===== config.mk =====
export PLATFORM = sky130hd
export DESIGN_NAME = fetch_unit_flat
export DESIGN_NICKNAME = d
export VERILOG_FILES = /design/src/rtl/fetch_unit_if.sv /design/src/rtl/fetch_unit.sv /design/src/flat_wrapper.sv
export SDC_FILE = /design/constraint.sdc
export NUM_CORES = 1
export LEC_CHECK = 0
export BUFFER_PORTS_ARGS = -buffer_cell sky130_fd_sc_hd__buf_2
export CAP_MARGIN = 20
export CORE_MARGIN = 4
export CORE_UTILIZATION = 50
export CTS_CLUSTER_DIAMETER = 60
export CTS_CLUSTER_SIZE = 30
export DETAILED_ROUTE_END_ITERATION = 8
export HOLD_SLACK_MARGIN = 0.02
export PLACE_DENSITY_LB_ADDON = 0.08
export SETUP_SLACK_MARGIN = 0.05
export SLEW_MARGIN = 20
export SYNTH_ARGS = -nofsm -noshare
export SYNTH_HDL_FRONTEND = slang
export SYNTH_SLANG_ARGS = --single-unit

===== constraint.sdc =====
create_clock -name clk -period 11.4 [get_ports clk]
set_clock_uncertainty 0.1 [all_clocks]
set_input_delay 1.71 -clock clk [delete_from_list [all_inputs] [get_ports clk]]
set_output_delay 1.71 -clock clk [all_outputs]
set_load 0.02 [all_outputs]

===== src/rtl/fetch_unit_if.sv =====
// Instruction-memory request/response bus between the WISC IF stage and imem.
// The master side (fetch unit) raises imem_rd/imem_addr; the slave answers with imem_data/imem_done.
interface fetch_unit_if;
  logic        imem_rd;
  logic [15:0] imem_addr;
  logic [15:0] imem_data;
  logic        imem_done;

  modport master (
    output imem_rd,
    output imem_addr,
    input  imem_data,
    input  imem_done
  );

  modport slave (
    input  imem_rd,
    input  imem_addr,
    output imem_data,
    output imem_done
  );
endinterface


===== src/rtl/fetch_unit.sv =====
// IF stage of the 5-stage 16-bit WISC pipeline: multi-cycle imem fetch, stall skid, flush/halt handling.
// Optional performance counters are built only when FETCH_PERF_CNT_EN is defined.
module fetch_unit #(
  parameter logic [15:0] RESET_PC  = 16'h0000,
  parameter logic [15:0] NOP_INSTR = 16'h0800
) (
  input  logic                clk,
  input  logic                rst,
  input  logic                stall,
  input  logic                flush,
  input  logic [15:0]         nextPC,
  input  logic                halt,
  fetch_unit_if.master        imem,
  output logic [15:0]         instruction,
  output logic [15:0]         currPC,
  output logic [15:0]         new_addr,
  output logic                valid,
  output logic                err,
  output logic [15:0]         fetch_cnt,
  output logic [15:0]         bubble_cnt
);

  typedef enum logic [1:0] {
    FETCH  = 2'd0,
    WAIT   = 2'd1,
    HOLD   = 2'd2,
    HALTED = 2'd3
  } state_t;

  state_t      state, state_nxt;
  logic [15:0] pc, pc_nxt;
  logic [15:0] req_addr, req_addr_nxt;
  logic [15:0] skid_data, skid_data_nxt;
  logic [15:0] skid_pc, skid_pc_nxt;
  logic        discard, discard_nxt;
  logic        err_nxt;

  logic        rd;
  logic [15:0] addr;
  logic        load;
  logic [15:0] load_instr;
  logic [15:0] load_pc;
  logic        take_halt;
  logic        flush_eff;

  logic [15:0] ifid_instr_nxt;
  logic [15:0] ifid_pc_nxt;
  logic [15:0] ifid_naddr_nxt;
  logic        ifid_valid_nxt;

  assign imem.imem_rd   = rd;
  assign imem.imem_addr = addr;

  // HALTED swallows every redirect; halt needs a real instruction in IF/ID and yields to flush.
  assign flush_eff = flush && (state != HALTED);
  assign take_halt = halt && valid && !flush;

  // WAIT and HOLD are always entered with a bubble in IF/ID, so halt can only be seen in FETCH.
  // The skid buffer is occupied exactly while in HOLD; leaving HOLD empties it.
  always_comb begin
    state_nxt     = state;
    pc_nxt        = pc;
    req_addr_nxt  = req_addr;
    skid_data_nxt = skid_data;
    skid_pc_nxt   = skid_pc;
    discard_nxt   = discard;
    err_nxt       = err;
    rd            = 1'b0;
    addr          = pc;
    load          = 1'b0;
    load_instr    = imem.imem_data;
    load_pc       = pc;

    case (state)
      FETCH: begin
        if (flush) begin
          pc_nxt = nextPC;
        end else if (take_halt) begin
          state_nxt = HALTED;
        end else if (!stall) begin
          if (pc[0]) begin
            err_nxt   = 1'b1;
            state_nxt = HALTED;
          end else begin
            rd = 1'b1;
            if (imem.imem_done) begin
              load   = 1'b1;
              pc_nxt = pc + 16'd2;
            end else begin
              req_addr_nxt = pc;
              state_nxt    = WAIT;
            end
          end
        end
      end

      WAIT: begin
        // The access cannot be aborted, so the address stays pinned to the original request.
        rd   = 1'b1;
        addr = req_addr;
        if (flush) begin
          pc_nxt      = nextPC;
          discard_nxt = !imem.imem_done;
          if (imem.imem_done) state_nxt = FETCH;
        end else if (imem.imem_done) begin
          if (discard) begin
            discard_nxt = 1'b0;
            state_nxt   = FETCH;
          end else begin
            pc_nxt  = req_addr + 16'd2;
            load_pc = req_addr;
            if (stall) begin
              skid_data_nxt = imem.imem_data;
              skid_pc_nxt   = req_addr;
              state_nxt     = HOLD;
            end else begin
              load      = 1'b1;
              state_nxt = FETCH;
            end
          end
        end
      end

      HOLD: begin
        if (flush) begin
          pc_nxt    = nextPC;
          state_nxt = FETCH;
        end else if (!stall) begin
          load       = 1'b1;
          load_instr = skid_data;
          load_pc    = skid_pc;
          state_nxt  = FETCH;
        end
      end

      HALTED: begin
        state_nxt = HALTED;
      end

      default: begin
        state_nxt = FETCH;
      end
    endcase
  end

  // IF/ID: flush/halt force a NOP, a fetch loads, an unstalled cycle with nothing to load drains to a bubble.
  always_comb begin
    ifid_instr_nxt = instruction;
    ifid_pc_nxt    = currPC;
    ifid_naddr_nxt = new_addr;
    ifid_valid_nxt = valid;
    if (flush_eff || (state_nxt == HALTED)) begin
      ifid_instr_nxt = NOP_INSTR;
      ifid_valid_nxt = 1'b0;
    end else if (load) begin
      ifid_instr_nxt = load_instr;
      ifid_pc_nxt    = load_pc;
      ifid_naddr_nxt = load_pc + 16'd2;
      ifid_valid_nxt = 1'b1;
    end else if (!stall) begin
      ifid_instr_nxt = NOP_INSTR;
      ifid_valid_nxt = 1'b0;
    end
  end

  always_ff @(posedge clk or posedge rst) begin
    if (rst) begin
      state     <= FETCH;
      pc        <= RESET_PC;
      req_addr  <= RESET_PC;
      skid_data <= NOP_INSTR;
      skid_pc   <= 16'h0000;
      discard   <= 1'b0;
      err       <= 1'b0;
    end else begin
      state     <= state_nxt;
      pc        <= pc_nxt;
      req_addr  <= req_addr_nxt;
      skid_data <= skid_data_nxt;
      skid_pc   <= skid_pc_nxt;
      discard   <= discard_nxt;
      err       <= err_nxt;
    end
  end

  always_ff @(posedge clk or posedge rst) begin
    if (rst) begin
      instruction <= NOP_INSTR;
      currPC      <= 16'h0000;
      new_addr    <= 16'h0000;
      valid       <= 1'b0;
    end else begin
      instruction <= ifid_instr_nxt;
      currPC      <= ifid_pc_nxt;
      new_addr    <= ifid_naddr_nxt;
      valid       <= ifid_valid_nxt;
    end
  end

`ifdef FETCH_PERF_CNT_EN
  logic [15:0] fetch_q;
  logic [15:0] bubble_q;

  // Both counters saturate rather than wrap so a long run never reads back as small.
  always_ff @(posedge clk or posedge rst) begin
    if (rst) begin
      fetch_q  <= 16'h0000;
      bubble_q <= 16'h0000;
    end else begin
      if (ifid_valid_nxt && load && (fetch_q != 16'hFFFF))
        fetch_q <= fetch_q + 16'd1;
      if (!valid && (state != HALTED) && (bubble_q != 16'hFFFF))
        bubble_q <= bubble_q + 16'd1;
    end
  end

  assign fetch_cnt  = fetch_q;
  assign bubble_cnt = bubble_q;
`else
  assign fetch_cnt  = 16'h0000;
  assign bubble_cnt = 16'h0000;
`endif

endmodule


===== src/flat_wrapper.sv =====
// flat-port wrapper written by rule: the top's interface ports become plain ports
module fetch_unit_flat 
#(
  parameter logic [15:0] RESET_PC  = 16'h0000,
  parameter logic [15:0] NOP_INSTR = 16'h0800
)
  (clk, rst, stall, flush, nextPC, halt, instruction, currPC, new_addr, valid, err, fetch_cnt, bubble_cnt, imem_imem_rd, imem_imem_addr, imem_imem_data, imem_imem_done);
  fetch_unit_if imem_i ();
  input  logic clk;
  input  logic rst;
  input  logic stall;
  input  logic flush;
  input  logic [15:0] nextPC;
  input  logic halt;
  output logic [15:0] instruction;
  output logic [15:0] currPC;
  output logic [15:0] new_addr;
  output logic valid;
  output logic err;
  output logic [15:0] fetch_cnt;
  output logic [15:0] bubble_cnt;
  output wire logic [$bits(imem_i.imem_rd)-1:0] imem_imem_rd;
  output wire logic [$bits(imem_i.imem_addr)-1:0] imem_imem_addr;
  input wire logic [$bits(imem_i.imem_data)-1:0] imem_imem_data;
  input wire logic [$bits(imem_i.imem_done)-1:0] imem_imem_done;
  assign imem_imem_rd = imem_i.imem_rd;
  assign imem_imem_addr = imem_i.imem_addr;
  assign imem_i.imem_data = imem_imem_data;
  assign imem_i.imem_done = imem_imem_done;
  fetch_unit #(.RESET_PC(RESET_PC), .NOP_INSTR(NOP_INSTR)) u_core (.clk(clk), .rst(rst), .stall(stall), .flush(flush), .nextPC(nextPC), .halt(halt), .imem(imem_i), .instruction(instruction), .currPC(currPC), .new_addr(new_addr), .valid(valid), .err(err), .fetch_cnt(fetch_cnt), .bubble_cnt(bubble_cnt));
endmodule

==> results.json, run 1 <==
{
  "critical_path_class": "in2reg",
  "fin_hold_ws_ns": 0.366,
  "synth_area_per_cell_sq_um": 9.55,
  "place_inst": 940,
  "swShare": 0.421,
  "rr_worst_depth": 9,
  "rsz0062_at_grt": "false",
  "core_area_sq_mm": 0.0132,
  "synth.cell_area_sq_mm": 0.00670,
  "synthMuxAreaShare": 0.129,
  "netSwitchingPower_uw": 933,
  "reg2reg_from": "u_core.state[0]$_DFF_PP0_",
  "die_w_microns": 124,
  "worstPathRequired_ns": 11.59,
  "fp.dieH_microns": 124,
  "cp.depth": 8,
  "drt_iter0_drc": 425,
  "synthTopCellsByArea": "dfrtp_1, mux2_2, nand2_1",
  "fin_total_pwr_mw": 2.22,
  "htreeDepth": 4,
  "synthFlopType": "dfrtp_1",
  "drc": 0,
  "start_util": 0.508,
  "ys_top_cells_by_count": "dfrtp_1, nand2_1, mux2_2",
  "setup_violations": 0,
  "cts_buffers": 17,
  "ir_drop_mv": 0.130,
  "p_clk_frac": 0.245,
  "grt_max_degree": 74,
  "crit_buf_inv": 2,
  "grt_pass1_vias": 5323,
  "clock_path_buffers": 2,
  "antenna_found_initial": 0,
  "num-nets-final": 829,
  "drv_slew": 0,
  "ys_warn_count": 0,
  "p_seq_frac": 0.337,
  "syn_to_final_growth_pct": 16.1,
  "worst_slew_pin_slew_ns": 1.05,
  "finalNonFillerCells": 972,
  "fmax_mhz": 195,
  "cap_violations": 0,
  "cts_hold_buffers": 0,
  "grt_overflow": 0,
  "wirelength_microns": 17600,
  "syn_inst": 701,
  "synth_top_family_by_area": "compound AO/OA/AOI/OAI gates",
  "holdCritStartpoint": "u_core.err$_DFFE_PP0P_",
  "crit_fanout": 56,
  "ant_nets": 0,
  "hold_class": "reg2reg",
  "root_buffer": "clkbuf_16",
  "top_level_ports": 137,
  "synthSimpleGateAreaFrac": 0.156,
  "grtUsageTotal": 0.237,
  "yosys.area_share.adder": 0.0149,
  "dieArea_sq_mm": 0.0153,
  "grt_pass1_wl_microns": 27900,
  "slew_headroom": 0.301,
  "status": "completed",
  "utilization": 0.590,
  "synth_top_cell_by_area": "dfrtp_1",
  "synth-seq-cells": 114,
  "first_pass_iters": 5,
  "power.density_mw_per_mm2": 285,
  "synth.most_common_cell": "dfrtp_1",
  "synthXorXnorAreaFrac": 0.0379,
  "insertion_delay_ns": 0.41,
  "final.setup.tns_ns": 0,
  "io_buffer_count": 104,
  "synth.distinct_cells": 71,
  "clock_sinks": 114,
  "viasPerCell": 5.69,
  "arrival_ns": 5.31,
  "p_leak_nw": 3.55,
  "diodes": 0,
  "critPathLaunchType": "input pin",
  "max_stage_delay_ns": 0.88,
  "worstReg2RegEnd": "u_core.new_addr[2]$_DFFE_PP0P_",
  "post-route-period-util": 0.449,
  "min_to": "u_core.err$_DFFE_PP0P_",
  "vias": 5530,
  "ctsResizeCount": 0,
  "cts.clk_slew.worst_paths_ns": 0.05,
  "cp_slowest_cell": "or4_2",
  "r2r_setup_slack_ns": 7.32,
  "wl_per_cell_microns": 18.1,
  "whs_path_depth": 1,
  "synthArstFlopShare": 1.00,
  "synth-edff-count": 0,
  "netlist.area_leader.share": 0.419,
  "synth_seq_area_share": 0.426,
  "gp_congestion": 0.888,
  "cts_tree": "built",
  "hold_viol": 0,
  "finalCriticalPeriod_ns": 5.12,
  "synth-compound-area-share": 0.162,
  "path_cells": "buf_2 -> nand2b_1 -> nor4_4 -> o21ai_1 -> and3b_1 -> or4_2 -> buf_4 -> mux2_4",
  "internal_power_mw": 1.28,
  "crit_family": "simple AND/OR/NAND/NOR gates",
  "layout-drive-gt1-share": 0.281,
  "dp_hpwl_microns": 12500,
  "setup_ws_ns": 6.28,
  "end_kind": "register",
  "fin_area_sq_mm": 0.00778,
  "rows": 42,
  "preCtsSetupSlack_ns": 5.87,
  "share_comb_of_total_power": 0.418,
  "post_cts_buffers": 0,
  "dpl-instance-area_sq_mm": 0.00716
}
-- routing by layer --
metal,vias up,share of wire,GRT usage
li1,2609,-,-
met1,2690,0.45,0.329
met2,211,0.46,0.368
met3,20,0.069,0.0509
met4,0,0.014,0.0824
met5,-,0,0
-- cell families after synthesis --
| logic type | after synthesis |
|---|---|
| flops | 114 |
| other cells | 1 |
| mux | 78 |
| buf+inv | 91 |
| xor+xnor | 29 |
| fa+ha+maj | 8 |
| simple gates | 212 |
| compound gates | 168 |
-- how the worst max path moves through the flow --
stage	startpoint	end	slack (ns)
2_1_floorplan	rst	asynchronous set/reset pin	6.58
3_3_place_gp	flush	u_core.new_addr[2]$_DFFE_PP0P_	5.98
3_5_place_dp	flush	u_core.new_addr[2]$_DFFE_PP0P_	5.87
4_1_cts	flush	u_core.new_addr[2]$_DFFE_PP0P_	6.29
5_1_grt	flush	u_core.new_addr[2]$_DFFE_PP0P_	6.06
6_report	flush	u_core.new_addr[2]$_DFFE_PP0P_	6.28
-- power by group through the flow --
stage	combinational (mW)	sequential (mW)	clock, mW
2_1_floorplan	0.658	0.734	0
3_3_place_gp	0.909	0.737	0
3_5_place_dp	0.925	0.747	0
4_1_cts	0.931	0.741	0.555
5_1_grt	1.02	0.766	0.574
6_report	0.927	0.747	0.544
-- sequential cells by signal, summed over array words and instances, names as in the netlist, named ones only --
signal              cells
u_core.err              1
u_core.valid            1
u_core.skid_pc         15
u_core.state            2
u_core.new_addr        16
u_core.pc              15
u_core.instruction     16
u_core.currPC          15
u_core.req_addr        15
u_core.skid_data       16
u_core.discard          1
-- cells in the final DEF, fill, tap and decap left out, types with 6 or more instances in the layout --
| master | count |
|---|---|
| nand3_1 | 14 |
| o21ai_0 | 28 |
| nand2b_1 | 6 |
| inv_1 | 13 |
| nand4_1 | 6 |
| dfrtp_1 | 112 |
| nor3_1 | 9 |
| clkbuf_16 | 17 |
| conb_1 | 32 |
| o21ai_1 | 45 |
| xnor2_1 | 16 |
| nor2_1 | 32 |
| a21oi_1 | 25 |
| a221oi_1 | 14 |
| nand2_1 | 102 |
| mux2i_1 | 17 |
| o31ai_1 | 10 |
| xor2_1 | 13 |
| mux2_2 | 60 |
| ha_1 | 8 |
| buf_2 | 104 |
-- cell type report --
cell class | count | area, sq um
Inverter | 14 | 55.1
Timing Repair Buffer | 109 | 558
Multi-Input combinational cell | 527 | 3470
Fill cell | 1207 | 5410
Sequential cell | 114 | 2860
Clock inverter | 10 | 130
Clock buffer | 22 | 484
Tap cell | 176 | 220
(Power assumes the default switching activity.)
==> run 2: changes to the inputs <==
clock period = 5.03 ns   (was 11.4 ns; I/O delays follow)
==> results.json, run 2 (synthesis results as in run 1) <==
{
  "fp.dieH_microns": 124,
  "r2r_setup_slack_ns": 1.25,
  "reg2reg_from": "u_core.state[1]$_DFF_PP0_",
  "top_level_ports": 137,
  "layout-drive-gt1-share": 0.281,
  "setup_violations": 0,
  "final_cell_mix": "dfrtp_1, buf_2, nand2_1",
  "core_area_sq_mm": 0.0132,
  "fmax_mhz": 264,
  "p_leak_nw": 3.54,
  "vias": 5529,
  "power.density_mw_per_mm2": 640,
  "rsz0062_at_grt": "false",
  "critical_path_class": "reg2reg",
  "viasPerCell": 5.66,
  "setup.worst_path.end": "u_core.currPC[12]$_DFFE_PP0P_",
  "ctsResizeCount": 0,
  "clock_sinks": 114,
  "rr_worst_depth": 11,
  "grt_pass1_vias": 5290,
  "antenna_found_initial": 0,
  "cts_tree": "built",
  "cts_hold_buffers": 0,
  "final.setup.tns_ns": 0,
  "finalCriticalPeriod_ns": 3.78,
  "dpl-instance-area_sq_mm": 0.00718,
  "syn_to_final_growth_pct": 15.8,
  "diodes": 0,
  "grt_max_degree": 81,
  "fin_hold_ws_ns": 0.371,
  "ant_nets": 0,
  "die_w_microns": 124,
  "drt_iter0_drc": 419,
  "grt_pass1_wl_microns": 28200,
  "preCtsSetupSlack_ns": 1.09,
  "post_cts_buffers": 0,
  "worstPathRequired_ns": 5.20,
  "drv_slew": 0,
  "num-nets-final": 833,
  "wl_per_cell_microns": 18.1,
  "ir_drop_mv": 0.390,
  "crit_fanout": 45,
  "num-fill-cells": 1219,
  "worstReg2RegEnd": "u_core.currPC[12]$_DFFE_PP0P_",
  "wirelength_microns": 17700,
  "gp_congestion": 0.923,
  "insertion_delay_ns": 0.41,
  "fin_area_sq_mm": 0.00775,
  "rows": 42,
  "cap_violations": 0,
  "arrival_ns": 3.95,
  "clock_path_buffers": 2,
  "first_pass_iters": 6,
  "end_kind": "register",
  "slew_headroom": 0.281,
  "setup.worst_path.start": "u_core.state[1]$_DFF_PP0_",
  "cts_buffers": 17,
  "worst_slew_pin_slew_ns": 1.08,
  "critPathLaunchType": "register",
  "cts.clk_slew.worst_paths_ns": 0.05,
  "post-route-period-util": 0.752,
  "fin_total_pwr_mw": 4.96,
  "setup_ws_ns": 1.25,
  "htreeDepth": 4,
  "dieArea_sq_mm": 0.0153,
  "hold_class": "in2async",
  "root_buffer": "clkbuf_16",
  "grtUsageTotal": 0.240,
  "grt_overflow": 0,
  "io_buffer_count": 104,
  "final_common_cell": "dfrtp_1",
  "start_util": 0.508,
  "status": "completed",
  "dp_hpwl_microns": 12600,
  "hold_viol": 0,
  "reg_top3": "u_core.instruction (16), u_core.new_addr (16), u_core.skid_data (16)",
  "drc": 0
}
==> run 2: cell count changes in the layout (fill, tap and decap cells not counted), sizes merged <==
cell	before	now
clkinv	5	6
bufinv	3	2
clkinvlp	2	3
clkbuf	22	21
buf	109	113
==> run 2: area by class of cell <==
class | instances | area, sq um | area share
clock buffer | 21 | 450 | 0.0581
clock inverter | 11 | 113 | 0.0145
inverter | 14 | 57.6 | 0.00742
multi-input combinational | 527 | 3470 | 0.447
sequential | 114 | 2860 | 0.368
tap | 176 | 220 | 0.0284
timing repair buffer | 113 | 588 | 0.0759
==> run 2: stage by stage <==
stage / utilization / std cells
floorplan: - / 732
global placement: 0.545 / 944
detailed placement: 0.545 / 944
CTS: 0.587 / 976
global route: 0.588 / 976
finish: 0.588 / 976
==> run 2: report_power, final <==
part           total, mW  switching (mW)  leakage (nW)  internal (mW)
combinational       2.12            1.29          1.79          0.825
sequential          1.69           0.423          1.48           1.27
clock               1.15           0.412         0.272          0.734
total               4.96            2.13          3.54           2.83
==> run 2: how the worst min path moves through the flow <==
stage / startpoint / to / slack [ns]
6_report: rst / u_core.instruction[10]$_DFFE_PP0P_ / 0.37
5_1_grt: u_core.currPC[8]$_DFFE_PP0P_ / u_core.currPC[8]$_DFFE_PP0P_ / 0.40
4_1_cts: u_core.new_addr[8]$_DFFE_PP0P_ / u_core.new_addr[8]$_DFFE_PP0P_ / 0.38
3_5_place_dp: u_core.new_addr[1]$_DFFE_PP0P_ / u_core.new_addr[1]$_DFFE_PP0P_ / 0.37
3_3_place_gp: u_core.new_addr[1]$_DFFE_PP0P_ / u_core.new_addr[1]$_DFFE_PP0P_ / 0.36
2_1_floorplan: u_core.skid_pc[6]$_DFFE_PP0P_ / u_core.skid_pc[6]$_DFFE_PP0P_ / 0.37
==> run 2: routing by layer <==
| metal | track usage | share of wire |
|---|---|---|
| met4 | 0.0851 | 0.016 |
| met2 | 0.375 | 0.46 |
| met1 | 0.332 | 0.45 |
| met3 | 0.0495 | 0.066 |
| met5 | 0 | 0 |
==> run 2: critical path: stages, from the launching register on <==
cell      delay [ns]
dfrtp_1         0.45
inv_1           0.10
ha_1            0.19
buf_4           0.20
inv_1           0.28
o21ai_0         0.14
a222oi_1        0.29
and3b_1         0.26
or4_2           1.04
buf_4           0.39
nand2_1         0.11
o21ai_1         0.07
==> run 3: changes to the inputs <==
ABC_AREA = 1   (was unset)
clock period = 3.75 ns   (was 5.03 ns; I/O delays follow)
==> results.json, run 3 <==
{
  "dieArea_sq_mm": 0.0160,
  "antenna_found_initial": 0,
  "arrival_ns": 3.28,
  "synthXorXnorAreaFrac": 0.00875,
  "dpl-instance-area_sq_mm": 0.00756,
  "synth_seq_area_share": 0.407,
  "htreeDepth": 4,
  "layout-drive-gt1-share": 0.153,
  "synth-compound-area-share": 0.156,
  "cts_buffers": 17,
  "fin_hold_ws_ns": 0.115,
  "setup.worst_path.start": "u_core.state[1]$_DFF_PP0_",
  "final_common_cell": "nand2_1",
  "synth.most_common_cell": "nand2_1",
  "r2r_setup_slack_ns": 0.71,
  "rsz0062_at_grt": "false",
  "top_level_ports": 137,
  "worstReg2RegEnd": "u_core.new_addr[15]$_DFFE_PP0P_",
  "synthFlopType": "dfrtp_1",
  "synthSimpleGateAreaFrac": 0.275,
  "grt_pass1_wl_microns": 33300,
  "slew_headroom": 0.460,
  "netlist.area_leader.share": 0.400,
  "final.setup.tns_ns": 0,
  "cts.clk_slew.worst_paths_ns": 0.05,
  "synth-seq-cells": 114,
  "insertion_delay_ns": 0.42,
  "synthMuxAreaShare": 0.0171,
  "rows": 43,
  "die_w_microns": 126,
  "cts_hold_buffers": 0,
  "end_kind": "register",
  "grt_max_degree": 70,
  "status": "completed",
  "critical_path_class": "reg2reg",
  "root_buffer": "clkbuf_16",
  "hold_viol": 0,
  "finalNonFillerCells": 1289,
  "ctsResizeCount": 0,
  "ys_top_cells_by_count": "nand2_1, o21ai_0, dfrtp_1",
  "ant_nets": 0,
  "fmax_mhz": 329,
  "wirelength_microns": 20600,
  "post_cts_buffers": 0,
  "worst_slew_pin_slew_ns": 0.808,
  "power.density_mw_per_mm2": 904,
  "reg2reg_from": "u_core.state[1]$_DFF_PP0_",
  "viasPerCell": 5.31,
  "fin_area_sq_mm": 0.00818,
  "ys_warn_count": 0,
  "io_buffer_count": 104,
  "setup_violations": 0,
  "fp.dieH_microns": 126,
  "cts_tree": "built",
  "synth.distinct_cells": 40,
  "final_cell_mix": "nand2_1, o21ai_0, dfrtp_1",
  "rr_worst_depth": 15,
  "first_pass_iters": 5,
  "wl_per_cell_microns": 16.0,
  "synthArstFlopShare": 1.00,
  "hold_class": "in2async",
  "critPathLaunchType": "register",
  "clock_path_buffers": 2,
  "synth.cell_area_sq_mm": 0.00701,
  "dp_hpwl_microns": 14900,
  "vias": 6846,
  "p_leak_nw": 4.25,
  "num-nets-final": 1143,
  "synth_top_cell_by_area": "dfrtp_1",
  "syn_to_final_growth_pct": 16.8,
  "cap_violations": 0,
  "syn_inst": 1004,
  "grt_overflow": 0,
  "synth_top_family_by_area": "simple AND/OR/NAND/NOR gates",
  "clock_sinks": 114,
  "finalCriticalPeriod_ns": 3.04,
  "drv_slew": 0,
  "post-route-period-util": 0.810,
  "core_area_sq_mm": 0.0138,
  "start_util": 0.507,
  "gp_congestion": 0.932,
  "synthTopCellsByArea": "dfrtp_1, nand2_1, o21ai_0",
  "drc": 0,
  "worstPathRequired_ns": 4.00,
  "reg_top3": "u_core.instruction (16), u_core.new_addr (16), u_core.skid_data (16)",
  "synth-edff-count": 0,
  "crit_fanout": 15,
  "synth_area_per_cell_sq_um": 6.98,
  "grt_pass1_vias": 6431,
  "grtUsageTotal": 0.262,
  "diodes": 0,
  "ir_drop_mv": 0.482,
  "place_inst": 1258,
  "drt_iter0_drc": 552,
  "yosys.area_share.adder": 0.0143
}
run 3: cells by family after synthesis:
family,count (synthesis)
and+or+nand+nor,468
AOI/OAI and AO/OA,210
other,1
buffers and inverters,184
muxes,12
xor gates and xnor gates,7
adders and majority gates,8
DFF,114
run 3: cell type report:
class / instances / area (sq um)
Multi-Input combinational cell: 737 / 3430
Tap cell: 180 / 225
Fill cell: 1370 / 5640
Sequential cell: 114 / 2860
Inverter: 113 / 427
Clock inverter: 10 / 156
Timing Repair Buffer: 114 / 621
Clock buffer: 21 / 470
run 3: where the power goes:
| part | internal, mW | total (mW) | leakage [nW] | switching (mW) |
|---|---|---|---|---|
| Sequential | 1.75 | 2.21 | 1.46 | 0.465 |
| Clock | 1.16 | 1.73 | 0.309 | 0.576 |
| Combinational | 1.07 | 3.45 | 2.49 | 2.38 |
run 3: per-layer routing:
metal,track usage,wire (microns)
met5,0,0
met3,0.0577,1880
met2,0.409,9240
met1,0.368,9130
met4,0.0757,359
run 3: worst max-delay path by stage:
stage          slack (ns)  cells past startpoint                         endpoint
6_report             0.71                     15  u_core.new_addr[15]$_DFFE_PP0P_
5_1_grt              0.31                     15  u_core.new_addr[15]$_DFFE_PP0P_
4_1_cts              0.72                     15  u_core.new_addr[15]$_DFFE_PP0P_
3_5_place_dp         0.75                     15  u_core.new_addr[15]$_DFFE_PP0P_
3_3_place_gp         0.80                     15   u_core.new_addr[9]$_DFFE_PP0P_
2_1_floorplan        0.08                      1       asynchronous set/reset pin
run 3: metrics by stage:
stage / total power [mW] / utilization / setup slack [ns]
4_1_cts: 7.39 / 0.592 / 0.721
3_5_place_dp: 5.63 / 0.547 / 0.752
6_report: 7.40 / 0.592 / 0.712
2_1_floorplan: 4.53 / - / 0.0751
5_1_grt: 7.96 / 0.592 / 0.307
3_3_place_gp: 5.60 / 0.547 / 0.803
run 3: worst max-delay path, stage by stage (launching register included):
cell     delay (ns)
dfrtp_1        0.45
inv_1          0.11
ha_1           0.63
nand2_1        0.17
inv_1          0.13
nand2_1        0.16
nor2_1         0.13
a21oi_1        0.05
nand2_1        0.16
ha_1           0.22
nand3_2        0.14
nor2_4         0.19
nand2_1        0.09
nor2_1         0.10
nand2_1        0.05
nand3_1        0.06
